--- config.mk ---
export PLATFORM = sky130hd
export DESIGN_NAME = wb_arbiter_flat
export DESIGN_NICKNAME = d
export VERILOG_FILES = /design/src/rtl/wb_arbiter_if.sv /design/src/rtl/wb_arbiter.sv /design/src/flat_wrapper.sv
export SDC_FILE = /design/constraint.sdc
export NUM_CORES = 1
export LEC_CHECK = 0
export ABC_AREA = 1
export BUFFER_PORTS_ARGS = -buffer_cell sky130_fd_sc_hd__buf_2
export CAP_MARGIN = 20
export CORE_MARGIN = 5
export CORE_UTILIZATION = 35
export DETAILED_ROUTE_END_ITERATION = 12
export PLACE_DENSITY = 0.62
export SLEW_MARGIN = 0
export SYNTH_ARGS = -nofsm -noshare
export SYNTH_HDL_FRONTEND = slang
export SYNTH_SLANG_ARGS = --single-unit
--- constraint.sdc ---
create_clock -name clk -period 3.65 [get_ports clk]
set_clock_uncertainty 0.15 [all_clocks]
set_input_delay 0.73 -clock clk [delete_from_list [all_inputs] [get_ports clk]]
set_output_delay 0.73 -clock clk [all_outputs]
set_load 0.01 [all_outputs]
--- src/rtl/wb_arbiter_if.sv ---
// Writeback arbiter bus bundle: ALU result path, LSU result stream,
// hazard lookup ports and the registered register-file write port.
interface wb_arbiter_if;
    // ALU result path (single cycle, stalled only by alu_stall)
    logic        alu_valid;
    logic [5:0]  alu_addr;
    logic [31:0] alu_data;
    logic        alu_stall;

    // LSU result stream (valid/ready into the result FIFO)
    logic        lsu_valid;
    logic        lsu_ready;
    logic [5:0]  lsu_addr;
    logic [31:0] lsu_data;

    // Issue-stage hazard lookups
    logic [5:0]  rs1_addr;
    logic [5:0]  rs2_addr;
    logic [5:0]  rd_addr;
    logic        rs1_pending;
    logic        rs2_pending;
    logic        rd_pending;

    // Register-file write port
    logic        wb_en;
    logic [5:0]  wb_addr;
    logic [31:0] write_data;

    // Upstream side: pipeline stages feeding results and doing lookups
    modport master (
        output alu_valid, alu_addr, alu_data,
        output lsu_valid, lsu_addr, lsu_data,
        output rs1_addr, rs2_addr, rd_addr,
        input  alu_stall, lsu_ready,
        input  rs1_pending, rs2_pending, rd_pending,
        input  wb_en, wb_addr, write_data
    );

    // Arbiter side
    modport slave (
        input  alu_valid, alu_addr, alu_data,
        input  lsu_valid, lsu_addr, lsu_data,
        input  rs1_addr, rs2_addr, rd_addr,
        output alu_stall, lsu_ready,
        output rs1_pending, rs2_pending, rd_pending,
        output wb_en, wb_addr, write_data
    );
endinterface

--- src/rtl/wb_arbiter.sv ---
// Writeback arbiter: merges a priority ALU result path with a FIFO-buffered
// LSU result stream into one registered register-file write per cycle.
// A starvation counter forces a FIFO drain slot after STARVE_LIMIT
// consecutive ALU wins, and pending flags expose queued/in-flight writes
// to the issue stage for RAW/WAW stalls.
module wb_arbiter #(
    parameter int DEPTH        = 4,
    parameter int STARVE_LIMIT = 8
) (
    input  logic         clk,
    input  logic         rst,
    wb_arbiter_if.slave  bus
);

    localparam int PTR_W = (DEPTH > 1) ? $clog2(DEPTH) : 1;
    localparam int CNT_W = PTR_W + 1;

    // FIFO storage; occupancy is tracked by per-entry valid bits and a count
    logic [5:0]       mem_addr_q [DEPTH];
    logic [31:0]      mem_data_q [DEPTH];
    logic [DEPTH-1:0] vld_q, vld_d;
    logic [PTR_W-1:0] wr_ptr_q, wr_ptr_d;
    logic [PTR_W-1:0] rd_ptr_q, rd_ptr_d;
    logic [CNT_W-1:0] cnt_q, cnt_d;

    // Starvation tracking
    logic [3:0]       starve_q, starve_d;
    logic             stall_q, stall_d;

    // Output register
    logic             wb_en_q, wb_en_d;
    logic [5:0]       wb_addr_q, wb_addr_d;
    logic [31:0]      wb_data_q, wb_data_d;

    // Per-cycle decisions
    logic             fifo_empty;
    logic             fifo_full;
    logic             push;
    logic             pop;
    logic             alu_win;
    logic [5:0]       head_addr;
    logic [31:0]      head_data;

    logic             rs1_hit, rs2_hit, rd_hit;

    // Arbitration: ALU has priority unless the forced drain slot is active;
    // any cycle the ALU does not write is offered to the FIFO head.
    always_comb begin
        fifo_empty = (cnt_q == '0);
        fifo_full  = (cnt_q == CNT_W'(DEPTH));
        // x0 results complete the handshake but are never stored
        push       = bus.lsu_valid && !fifo_full && (bus.lsu_addr != 6'd0);
        alu_win    = !stall_q && bus.alu_valid && (bus.alu_addr != 6'd0);
        pop        = !fifo_empty && !alu_win;
        head_addr  = mem_addr_q[rd_ptr_q];
        head_data  = mem_data_q[rd_ptr_q];
    end

    // Next-state for FIFO bookkeeping, output register and starvation logic
    always_comb begin
        wr_ptr_d  = wr_ptr_q;
        rd_ptr_d  = rd_ptr_q;
        cnt_d     = cnt_q;
        vld_d     = vld_q;
        wb_en_d   = 1'b0;
        wb_addr_d = wb_addr_q;
        wb_data_d = wb_data_q;
        starve_d  = starve_q;

        if (push) begin
            wr_ptr_d        = wr_ptr_q + 1'b1;
            vld_d[wr_ptr_q] = 1'b1;
        end
        if (pop) begin
            rd_ptr_d        = rd_ptr_q + 1'b1;
            vld_d[rd_ptr_q] = 1'b0;
        end

        case ({push, pop})
            2'b10:   cnt_d = cnt_q + 1'b1;
            2'b01:   cnt_d = cnt_q - 1'b1;
            default: cnt_d = cnt_q;
        endcase

        if (alu_win) begin
            wb_en_d   = 1'b1;
            wb_addr_d = bus.alu_addr;
            wb_data_d = bus.alu_data;
        end else if (pop) begin
            wb_en_d   = 1'b1;
            wb_addr_d = head_addr;
            wb_data_d = head_data;
        end

        // Counts only ALU wins that leave a waiting LSU result behind
        if (pop || fifo_empty) begin
            starve_d = 4'd0;
        end else if (alu_win) begin
            starve_d = starve_q + 4'd1;
        end

        // Stall lands in the cycle right after the limit is reached; that
        // cycle pops (FIFO is non-empty) and so clears the counter again.
        stall_d = (starve_d == 4'(STARVE_LIMIT));
    end

    // Control state; reset discards queued results and drops the write port
    always_ff @(posedge clk or posedge rst) begin
        if (rst) begin
            wr_ptr_q  <= '0;
            rd_ptr_q  <= '0;
            cnt_q     <= '0;
            vld_q     <= '0;
            starve_q  <= 4'd0;
            stall_q   <= 1'b0;
            wb_en_q   <= 1'b0;
            wb_addr_q <= 6'd0;
            wb_data_q <= 32'd0;
        end else begin
            wr_ptr_q  <= wr_ptr_d;
            rd_ptr_q  <= rd_ptr_d;
            cnt_q     <= cnt_d;
            vld_q     <= vld_d;
            starve_q  <= starve_d;
            stall_q   <= stall_d;
            wb_en_q   <= wb_en_d;
            wb_addr_q <= wb_addr_d;
            wb_data_q <= wb_data_d;
        end
    end

    // FIFO payload storage; contents are qualified by vld_q so need no reset
    always_ff @(posedge clk) begin
        if (push) begin
            mem_addr_q[wr_ptr_q] <= bus.lsu_addr;
            mem_data_q[wr_ptr_q] <= bus.lsu_data;
        end
    end

    // Hazard lookup against every queued entry and the in-flight write
    always_comb begin
        rs1_hit = 1'b0;
        rs2_hit = 1'b0;
        rd_hit  = 1'b0;
        for (int i = 0; i < DEPTH; i++) begin
            if (vld_q[i] && (mem_addr_q[i] == bus.rs1_addr)) rs1_hit = 1'b1;
            if (vld_q[i] && (mem_addr_q[i] == bus.rs2_addr)) rs2_hit = 1'b1;
            if (vld_q[i] && (mem_addr_q[i] == bus.rd_addr))  rd_hit  = 1'b1;
        end
        if (wb_en_q && (wb_addr_q == bus.rs1_addr)) rs1_hit = 1'b1;
        if (wb_en_q && (wb_addr_q == bus.rs2_addr)) rs2_hit = 1'b1;
        if (wb_en_q && (wb_addr_q == bus.rd_addr))  rd_hit  = 1'b1;
    end

    assign bus.rs1_pending = rs1_hit && (bus.rs1_addr != 6'd0);
    assign bus.rs2_pending = rs2_hit && (bus.rs2_addr != 6'd0);
    assign bus.rd_pending  = rd_hit  && (bus.rd_addr  != 6'd0);

    assign bus.alu_stall   = stall_q;
    assign bus.lsu_ready   = !fifo_full;
    assign bus.wb_en       = wb_en_q;
    assign bus.wb_addr     = wb_addr_q;
    assign bus.write_data  = wb_data_q;

endmodule

--- src/flat_wrapper.sv ---
// flat-port wrapper written by rule: the top's interface ports become plain ports
module wb_arbiter_flat 
#(
    parameter int DEPTH        = 4,
    parameter int STARVE_LIMIT = 8
)
  (clk, rst, bus_alu_valid, bus_alu_addr, bus_alu_data, bus_lsu_valid, bus_lsu_addr, bus_lsu_data, bus_rs1_addr, bus_rs2_addr, bus_rd_addr, bus_alu_stall, bus_lsu_ready, bus_rs1_pending, bus_rs2_pending, bus_rd_pending, bus_wb_en, bus_wb_addr, bus_write_data);
  wb_arbiter_if bus_i ();
  input  logic clk;
  input  logic rst;
  input wire logic [$bits(bus_i.alu_valid)-1:0] bus_alu_valid;
  input wire logic [$bits(bus_i.alu_addr)-1:0] bus_alu_addr;
  input wire logic [$bits(bus_i.alu_data)-1:0] bus_alu_data;
  input wire logic [$bits(bus_i.lsu_valid)-1:0] bus_lsu_valid;
  input wire logic [$bits(bus_i.lsu_addr)-1:0] bus_lsu_addr;
  input wire logic [$bits(bus_i.lsu_data)-1:0] bus_lsu_data;
  input wire logic [$bits(bus_i.rs1_addr)-1:0] bus_rs1_addr;
  input wire logic [$bits(bus_i.rs2_addr)-1:0] bus_rs2_addr;
  input wire logic [$bits(bus_i.rd_addr)-1:0] bus_rd_addr;
  output wire logic [$bits(bus_i.alu_stall)-1:0] bus_alu_stall;
  output wire logic [$bits(bus_i.lsu_ready)-1:0] bus_lsu_ready;
  output wire logic [$bits(bus_i.rs1_pending)-1:0] bus_rs1_pending;
  output wire logic [$bits(bus_i.rs2_pending)-1:0] bus_rs2_pending;
  output wire logic [$bits(bus_i.rd_pending)-1:0] bus_rd_pending;
  output wire logic [$bits(bus_i.wb_en)-1:0] bus_wb_en;
  output wire logic [$bits(bus_i.wb_addr)-1:0] bus_wb_addr;
  output wire logic [$bits(bus_i.write_data)-1:0] bus_write_data;
  assign bus_i.alu_valid = bus_alu_valid;
  assign bus_i.alu_addr = bus_alu_addr;
  assign bus_i.alu_data = bus_alu_data;
  assign bus_i.lsu_valid = bus_lsu_valid;
  assign bus_i.lsu_addr = bus_lsu_addr;
  assign bus_i.lsu_data = bus_lsu_data;
  assign bus_i.rs1_addr = bus_rs1_addr;
  assign bus_i.rs2_addr = bus_rs2_addr;
  assign bus_i.rd_addr = bus_rd_addr;
  assign bus_alu_stall = bus_i.alu_stall;
  assign bus_lsu_ready = bus_i.lsu_ready;
  assign bus_rs1_pending = bus_i.rs1_pending;
  assign bus_rs2_pending = bus_i.rs2_pending;
  assign bus_rd_pending = bus_i.rd_pending;
  assign bus_wb_en = bus_i.wb_en;
  assign bus_wb_addr = bus_i.wb_addr;
  assign bus_write_data = bus_i.write_data;
  wb_arbiter #(.DEPTH(DEPTH), .STARVE_LIMIT(STARVE_LIMIT)) u_core (.clk(clk), .rst(rst), .bus(bus_i));
endmodule
==> impl_metrics.toml, run 1 <==
[status]
status = "finished, final reports clean"

[worst_setup_path]
end_kind = "primary output"
arrival_ns = 2.09
cp-start-kind = "flip-flop"
worstPathRequired_ns = 2.77
cpPeakStageDelay_ns = 0.51
cp-startpoint = "u_core.mem_addr_q[3][1]"
worstPathCellList = "inv_1 -> nand2_1 -> nand2_1 -> nor3_1 -> nand2_1 -> nand2_1 -> nor2_1 -> nor2_1 -> buf_2"
crit_type = "reg2out"
r2r_slack_ns = 1.33
r2r_start = "u_core.rd_ptr_q[1]"
path_max_fanout = 4
critPathSlowestCell = "edfxtp_1"
cpMostUsedCell = "nand2_1"

[clock_network]
ctsHoldBuffers = 0
numCtsBuffers = 24
ctsResizeCount = 0
cts_tree = "yes"
clockBufferDepth = 3
cts_root_buf = "clkbuf_16"
clock-sinks = 207
postCtsSetupBuffers = 0
cts.clk_slew.worst_paths_ns = 0.06
clkLatencyLatePin_ns = 0.51
ctsHtreeMaxLevel = 1

[sta]
worstMarginPinSlew_ns = 0.896
hold_viol = 0
period_share_pct = 81.5
max_freq_mhz = 336
finalSetupTns_ns = 0
min_period_ns = 2.97
setup_viol = 0
drv_slew = 0
rsz0062_at_grt = "no"
maxSlewHeadroom_pct = 40.2

[route]
routed_via_density = 4.96
vias = 7595
dr.pass1.iters = 5
drtIter0Drc = 674
wl_um = 27800
ant_nets = 0
wl_per_cell_um = 18.1
drc = 0

[die]
dieArea_um2 = 31000
start_util_pct = 35.7
die_h_um = 176
fp-row-count = 60
io_pins = 142
core_region_area_um2 = 27100
dieWidth_um = 176

[yosys]
synth_most_common_cell = "nand2_1"
syn_area_um2 = 9660
yosysWarningCount = 0
syn_area_per_cell_um2 = 9.64
async_flop_share_pct = 26.6
ys_types = 28
yosysTopAreaCell = "edfxtp_1"
yosys-top-cells-area = "edfxtp_1, dfrtp_1, nand2_1"
synth_ff_type = "edfxtp_1"
synthCells = 1003
synth_seq_area_share_pct = 61.5
synth_edf_count = 152
synth_top_area_share_pct = 47.2
synth_seq_cells = 207
netlist_top_cells_count = "nand2_1, edfxtp_1, nor2_1"
synth_fp_nets = 1112

[power]
p_leak_nw = 4.76
p_total_mw = 8.60
ir_drop_mv = 0.463
power_density_nw_per_um2 = 742

[hold_path]
min_path_type = "in2reg"
worstHoldStart = "bus_lsu_data[12]"

[grt]
grt_pass1_vias = 7560
grt_overflow = 0
track_usage_pct = 17.7
grt_max_degree = 86
grt_pass1_wl_um = 42800
grt_antenna_before_repair = 5

[placement]
io_buffers = 141
place_congestion = 0.950
dpl.hpwl_um = 18900

[layout]
syn2layout_area_growth_pct = 19.9
fin_nets = 1250
drive_gt1_share_pct = 18.0

[job]
maxCapViolations = 0
[power by group]
part | internal [mW] | switching (mW) | leakage [nW] | total, mW
combinational | 0.911 | 1.77 | 2.33 | 2.68
sequential | 3.18 | 0.414 | 2.04 | 3.59
clock | 1.39 | 0.935 | 0.387 | 2.33
total | 5.48 | 3.12 | 4.76 | 8.60
[cells by family (layout without fill, tap and decap cells)]
family	Yosys count	count (layout)	synth area share [%]
AO/OA/AOI/OAI	213	213	12.1
AND/OR/NAND/NOR	436	436	18.0
adder cells (fa/ha/maj)	11	11	1.50
flip-flops	207	207	61.5
XOR/XNOR	16	16	1.45
buffers and inverters	120	275	5.44
other	0	1	0
[critical path: cells and delay by family, from the launching register on]
kind	cells	cell delay [ns]
buf+inv	2	0.37
simple gates	7	0.73
flops	1	0.51
[metal layers]
metal  up-vias  wire (µm)  track usage (%)
met3        84       1740             3.58
li1       3690          -                -
met5         -         64                0
met1      3576      11700             22.5
met2       237      13300             29.5
met4         8       1040             7.28
[state kept, by name, indices dropped and copies added (netlist names)]
name / flops
u_core.bus.wb_en: 1
u_core.bus.alu_stall: 1
u_core.cnt_q: 3
u_core.vld_q: 4
u_core.bus.write_data: 32
u_core.mem_addr_q: 24
u_core.starve_q: 4
u_core.rd_ptr_q: 2
u_core.wr_ptr_q: 2
u_core.bus.wb_addr: 6
u_core.mem_data_q: 128
[metrics by stage]
step | utilization (%) | setup WS (ns) | cells | hold slack [ns] | instance area, µm²
5_1_grt | 42.8 | 0.575 | 1531 | 0.266 | 11600
6_report | 42.8 | 0.675 | 1531 | 0.282 | 11600
4_1_cts | 42.7 | 0.716 | 1529 | 0.256 | 11600
3_5_place_dp | 39.8 | 0.916 | 1486 | 0.324 | 10800
3_3_place_gp | 39.8 | 0.871 | 1486 | 0.317 | 10800
2_1_floorplan | - | 0.419 | 1003 | 0.296 | 9660
[placed cells by master (no fill, tap or decap), types with 2 or more instances in the layout]
master | synthesis | routed
buf_12 | 0 | 6
nor3_1 | 15 | 15
xor2_1 | 9 | 9
clkinv_4 | 0 | 3
edfxtp_1 | 152 | 152
xnor2_1 | 7 | 7
nor2_1 | 129 | 125
buf_2 | 16 | 141
o21ai_0 | 123 | 123
clkbuf_16 | 0 | 25
inv_1 | 74 | 73
buf_4 | 3 | 6
clkinv_1 | 0 | 3
o22ai_1 | 11 | 11
bufinv_16 | 0 | 2
ha_1 | 10 | 10
inv_2 | 5 | 6
a21oi_1 | 16 | 16
nand4_1 | 9 | 9
o211ai_1 | 35 | 35
nor2_4 | 1 | 6
clkinv_2 | 0 | 7
o21ai_1 | 27 | 27
nand3_1 | 32 | 32
nand2_1 | 246 | 245
dfrtp_1 | 55 | 54
[path summary, 6_finish.rpt]
path | end | cells after the start
min reg2reg | u_core.starve_q[0] | 1
min | u_core.mem_data_q[0][12] | 1
min in group asynchronous | u_core.bus.write_data[2] | 3
max reg2reg | u_core.bus.write_data[2] | 7
max | bus_rd_pending | 9
max in group asynchronous | u_core.rd_ptr_q[0] | 3
[area by class of cell]
type                            instances  area (µm²)
Inverter                               79         297
Antenna cell                            1        2.50
Sequential cell                       207        5940
Fill cell                            2615       15500
Clock buffer                           26         629
Clock inverter                         17         149
Tap cell                              372         465
Timing Repair Buffer                  153         871
Multi-Input combinational cell        676        3240
No activity file was read; power rests on OpenSTA's default activity.
==> run 2, diff against run 1 <==
- ABC_AREA: 1 -> 0
- PLACE_DENSITY: 0.62 -> 0.63
- clock period: 3.65 -> 2.85 ns (I/O delays scaled with it)
==> run 2 against run 1 <==
Clock power grew 24%. Synthesized area shrank 4.8%. Sequential power grew 26%. Wire length shrank 24%. Sequential share of layout area grew 1.7 points. Sequential cell count is the same. Critical path depth shrank 3. Core utilization grew 0.38 points. Worst setup slack lost 0.55 ns. Die area shrank 4.5%. Final cell count shrank 28%. Critical path type unchanged.
==> impl_metrics.toml, run 2 <==
[worst_setup_path]
end_kind = "primary output"
path_max_fanout = 4
worstPathCellList = "xnor2_1 -> nand4_1 -> nor4_1 -> nor3_1 -> a21oi_1 -> buf_2"
cp-start-kind = "flip-flop"
critPathSlowestCell = "edfxtp_1"
rr_endpoint = "u_core.cnt_q[2]"
cpPeakStageDelay_ns = 0.51
r2r_slack_ns = 0.67
arrival_ns = 2.01
path_buf_inv = 1
cpLargestDelayFamily = "flip-flops"
r2r_start = "u_core.cnt_q[0]"
worstPathRequired_ns = 2.13
r2r_cells = 10
crit_type = "reg2out"

[placement]
dpl.hpwl_um = 14600
pre_cts_slack_ns = -0.124
io_buffers = 141
place_congestion = 0.918

[yosys]
yosysWarningCount = 0
synth_edf_count = 152
synth_seq_cells = 207
syn_area_per_cell_um2 = 15.6
synth_fp_nets = 700
synth_seq_area_share_pct = 64.5
async_flop_share_pct = 26.6
yosysTopAreaCell = "edfxtp_1"
synth_top_area_share_pct = 49.6
synth_ff_type = "edfxtp_1"
netlist_top_cells_count = "edfxtp_1, dfrtp_1, xnor2_1"
yosys-top-cells-area = "edfxtp_1, dfrtp_1, mux4_2"
synthCells = 591
ys_types = 35
synth_most_common_cell = "edfxtp_1"
syn_area_um2 = 9200

[layout]
register_area_um2 = 5940
syn2layout_area_growth_pct = 21.8
layout_common_cells = "edfxtp_1, buf_2, dfrtp_1"
final_core_util_pct = 43.1
fin_nets = 854
final_common_cell = "edfxtp_1"
largest-register = "u_core.mem_data_q"
drive_gt1_share_pct = 33.2
fillers = 2393
largest_reg_flops = 128
num_antenna_cells = 0
multi_input_area_um2 = 3060

[job]
maxCapViolations = 0

[route]
wl_um = 21100
wl_per_cell_um = 19.3
vias = 5394
dr.pass1.iters = 5
drtIter0Drc = 239
ant_nets = 0
routed_via_density = 4.92
drc = 0

[clock_network]
numCtsBuffers = 22
clock-sinks = 207
cts_root_buf = "clkbuf_16"
postCtsSetupBuffers = 0
ctsHtreeMaxLevel = 1
cts.clk_slew.worst_paths_ns = 0.06
clkLatencyLatePin_ns = 0.49
clockBufferDepth = 3
cts_tree = "yes"

[sta]
drv_slew = 0
worstMarginPinSlew_ns = 0.734
min_period_ns = 2.73
final.setup.worst_slack_ns = 0.120
setup_viol = 0
rsz0062_at_grt = "no"
hold_viol = 0
period_share_pct = 95.8
maxSlewHeadroom_pct = 51.0
max_freq_mhz = 366
whs_ns = 0.132

[die]
dieWidth_um = 172
die_h_um = 172
dieArea_um2 = 29600
fp-row-count = 59
core_region_area_um2 = 26000
io_pins = 142
start_util_pct = 35.4

[power]
p_leak_nw = 4.43
power_density_nw_per_um2 = 936
p_total_mw = 10.5
ir_drop_mv = 0.484

[grt]
grt_max_degree = 74
grt_pass1_vias = 5717
grt_overflow = 0
grt_antenna_before_repair = 2
grt_pass1_wl_um = 32500
track_usage_pct = 14.2

[hold_path]
hold_path_end = "u_core.bus.write_data[10]"
worstHoldStart = "bus_alu_data[10]"
hold_depth = 3
min_path_type = "in2reg"

[status]
status = "finished, final reports clean"
-- run 2: changes by cell type in the layout (fill, tap and decap cells not counted), sizes merged, moves of 31 or more --
cell    delta
nand2    -205
nor2     -124
o21ai    -110
inv       -70
xnor2     +42
mux2i     +39
xor2      +39
mux4      +38
o211ai    -35
nand3     -31
-- run 2: tightest hold or removal path: stages --
cell and delay [ns]:
buf_2 0.07, nand2_1 0.03, o21ai_1 0.06
-- run 2: routing by layer --
metal	track usage (%)	up-vias	wire length [µm]
li1	-	2516	-
met2	24.4	146	10500
met1	18.5	2692	8940
met5	0	-	27
met3	2.72	36	1260
met4	4.00	4	452
-- run 2: repair_timing --
| action | CTS | global route |
|---|---|---|
| hold buffers | 1 | 0 |
| gates resized for setup | 0 | 0 |
| hold endpoints to repair | 12 | 0 |
-- run 2: cells by family after synthesis --
group	share of synthesized area, %
buf+inv	2.39
compound gates	2.92
simple gates	5.79
xor+xnor	9.23
fa+ha+maj	1.58
mux	13.5
flops	64.5
-- run 2: worst max path at each step --
| stage | startpoint | to | slack, ns | cells past startpoint |
|---|---|---|---|---|
| final | u_core.mem_addr_q[0][2] | bus_rd_pending | 0.12 | 6 |
| after global routing | u_core.bus.wb_addr[4] | bus_rs1_pending | 0.01 | 6 |
| after CTS | u_core.mem_addr_q[2][1] | bus_rs1_pending | 0.14 | 6 |
| after detailed placement | bus_lsu_addr[1] | u_core.cnt_q[2] | -0.12 | 10 |
| after global placement | bus_lsu_addr[1] | u_core.cnt_q[2] | -0.09 | 10 |
| after floorplan | bus_alu_addr[4] | u_core.cnt_q[2] | 0.01 | 10 |
-- run 2: area by class of cell --
| cell class | instances | area share (%) |
|---|---|---|
| Tap cell | 335 | 3.74 |
| Clock buffer | 30 | 5.72 |
| Sequential cell | 207 | 53.0 |
| Inverter | 9 | 0.301 |
| Clock inverter | 10 | 0.937 |
| Multi-Input combinational cell | 336 | 27.3 |
| Timing Repair Buffer | 169 | 8.97 |
-- run 2: power breakdown --
part	switching, mW	leakage (nW)	internal [mW]
sequential	0.511	2.05	4.01
combinational	1.54	2.00	1.55
clock	1.11	0.371	1.76
total	3.17	4.43	7.32
-- run 2: stage by stage --
stage | area (µm²) | setup TNS (ns) | instances
after floorplan | 9220 | 0 | 591
after global placement | 10500 | -0.0932 | 1055
after detailed placement | 10500 | -0.124 | 1055
after CTS | 11200 | 0 | 1096
after global routing | 11200 | 0 | 1096
final | 11200 | 0 | 1096
==> run 3, diff against run 2 <==
- ABC_AREA: 0 -> 1
- PLACE_DENSITY: 0.63 -> 0.62
- SLEW_MARGIN: 0 -> 20
==> run 3 against run 2 <==
Worst setup slack improved by 0.025 ns. Cell area rose by 3.5%. Total power rose by 3.5%. Core utilization fell by 0.33 points. Wire length rose by 32%. Combinational power rose by 14%. Sequential share of layout area fell by 1.8 points. First-iteration DRC count rose by 130%. Non-clock buffer count fell by 1. Largest cell class unchanged.
==> impl_metrics.toml, run 3 (synthesis gave the netlist of run 1 again) <==
[clock_network]
clkLatencyLatePin_ns = 0.53
cts.clk_slew.worst_paths_ns = 0.06
clock-sinks = 207
ctsHtreeMaxLevel = 1
cts_root_buf = "clkbuf_16"
clockBufferDepth = 3
cts_tree = "yes"
numCtsBuffers = 23

[layout]
drive_gt1_share_pct = 19.3
largest_reg_flops = 128
register_area_um2 = 5940
fin_nets = 1264
largest-register = "u_core.mem_data_q"
syn2layout_area_growth_pct = 20.1
layout_common_cells = "nand2_1, edfxtp_1, buf_2"
num_antenna_cells = 0
final_common_cell = "nand2_1"
fillers = 2642
final_cells = 1544
multi_input_area_um2 = 3240

[die]
fp-row-count = 60
start_util_pct = 35.7
dieWidth_um = 176
core_region_area_um2 = 27100
io_pins = 142
dieArea_um2 = 31000
die_h_um = 176

[sta]
max_freq_mhz = 370
drv_slew = 0
min_period_ns = 2.71
maxSlewHeadroom_pct = 38.3
rsz0062_at_grt = "no"
worstMarginPinSlew_ns = 0.925
whs_ns = 0.106
period_share_pct = 94.9
hold_viol = 0
final.setup.worst_slack_ns = 0.145
setup_viol = 0
finalSetupTns_ns = 0

[grt]
grt_antenna_before_repair = 3
grt_overflow = 0
grt_pass1_wl_um = 43200
grt_pass1_vias = 7541
grt_max_degree = 86
track_usage_pct = 17.7

[route]
drtIter0Drc = 555
ant_nets = 0
wl_per_cell_um = 18.0
wl_um = 27800
vias = 7615
routed_via_density = 4.93
dr.pass1.iters = 5
drc = 0

[worst_setup_path]
worstPathCellList = "inv_2 -> o21ai_0 -> nor3_1 -> nand2_1 -> nand2_1 -> nor2_1 -> nor2_1 -> buf_2"
arrival_ns = 1.99
critPathSlowestCell = "edfxtp_1"
crit_type = "reg2out"
cp-start-kind = "flip-flop"
cpPeakStageDelay_ns = 0.51
end_kind = "primary output"
worstPathRequired_ns = 2.13
path_max_fanout = 4

[hold_path]
min_path_type = "in2reg"

[power]
ir_drop_mv = 0.414
power_density_nw_per_um2 = 936
p_total_mw = 10.9
p_leak_nw = 4.78

[placement]
dp_cells = 1495
place_congestion = 0.955
pre_cts_slack_ns = 0.386
dpl.hpwl_um = 19400
io_buffers = 141

[status]
status = "finished, final reports clean"

[job]
maxCapViolations = 0
## run 3: what timing repair did
action                                 4_1_cts  5_1_grt
endpoints found under the hold margin       17        0
setup endpoints to repair                    0        2
hold buffers                                 1        0
resized for setup                            0        6
setup buffers                                0        6
## run 3: worst max-delay path, delay by kind of cell, from the launching register on
family	cells	cell delay [ns]
buffers and inverters	2	0.30
flip-flops	1	0.51
AO/OA/AOI/OAI	1	0.09
AND/OR/NAND/NOR	5	0.58
## run 3: per-stage QoR
stage	instance area [µm²]	util, %
6_report	11600	42.8
3_5_place_dp	10800	40.0
2_1_floorplan	9660	-
3_3_place_gp	10800	40.0
4_1_cts	11600	42.6
5_1_grt	11600	42.8
## run 3: power by group
group          switching (mW)  internal [mW]
registers               0.476           4.08
logic                    2.33           1.20
clock network            1.19           1.59
## run 3: worst paths after layout
| check | from | slack [ns] | end | depth (start not counted) |
|---|---|---|---|---|
| worst min register to register | u_core.bus.write_data[3] | 0.33 | u_core.bus.write_data[3] | 2 |
| worst max-delay path | u_core.mem_addr_q[3][5] | 0.14 | bus_rd_pending | 8 |
| worst max register to register | u_core.cnt_q[0] | 0.61 | u_core.cnt_q[2] | 9 |
| worst min-delay path | bus_lsu_data[8] | 0.11 | u_core.mem_data_q[1][8] | 1 |
| max in group asynchronous | rst | 1.40 | u_core.rd_ptr_q[0] | 4 |
| min in group asynchronous | rst | 0.43 | u_core.cnt_q[2] | 3 |
## run 3: routing by layer
metal / vias up / track usage, % / wire length [µm]
li1: 3719 / - / -
met1: 3581 / 23.3 / 12000
met2: 253 / 29.8 / 13200
met3: 56 / 3.21 / 1740
met4: 6 / 5.98 / 834
met5: - / 0 / 39
## run 3: cell type report
cell class | count | area share, %
Clock inverter | 15 | 1.07
Sequential cell | 207 | 51.2
Tap cell | 372 | 4.01
Clock buffer | 27 | 5.09
Timing Repair Buffer | 168 | 8.17
Inverter | 79 | 2.56
Multi-Input combinational cell | 676 | 27.9
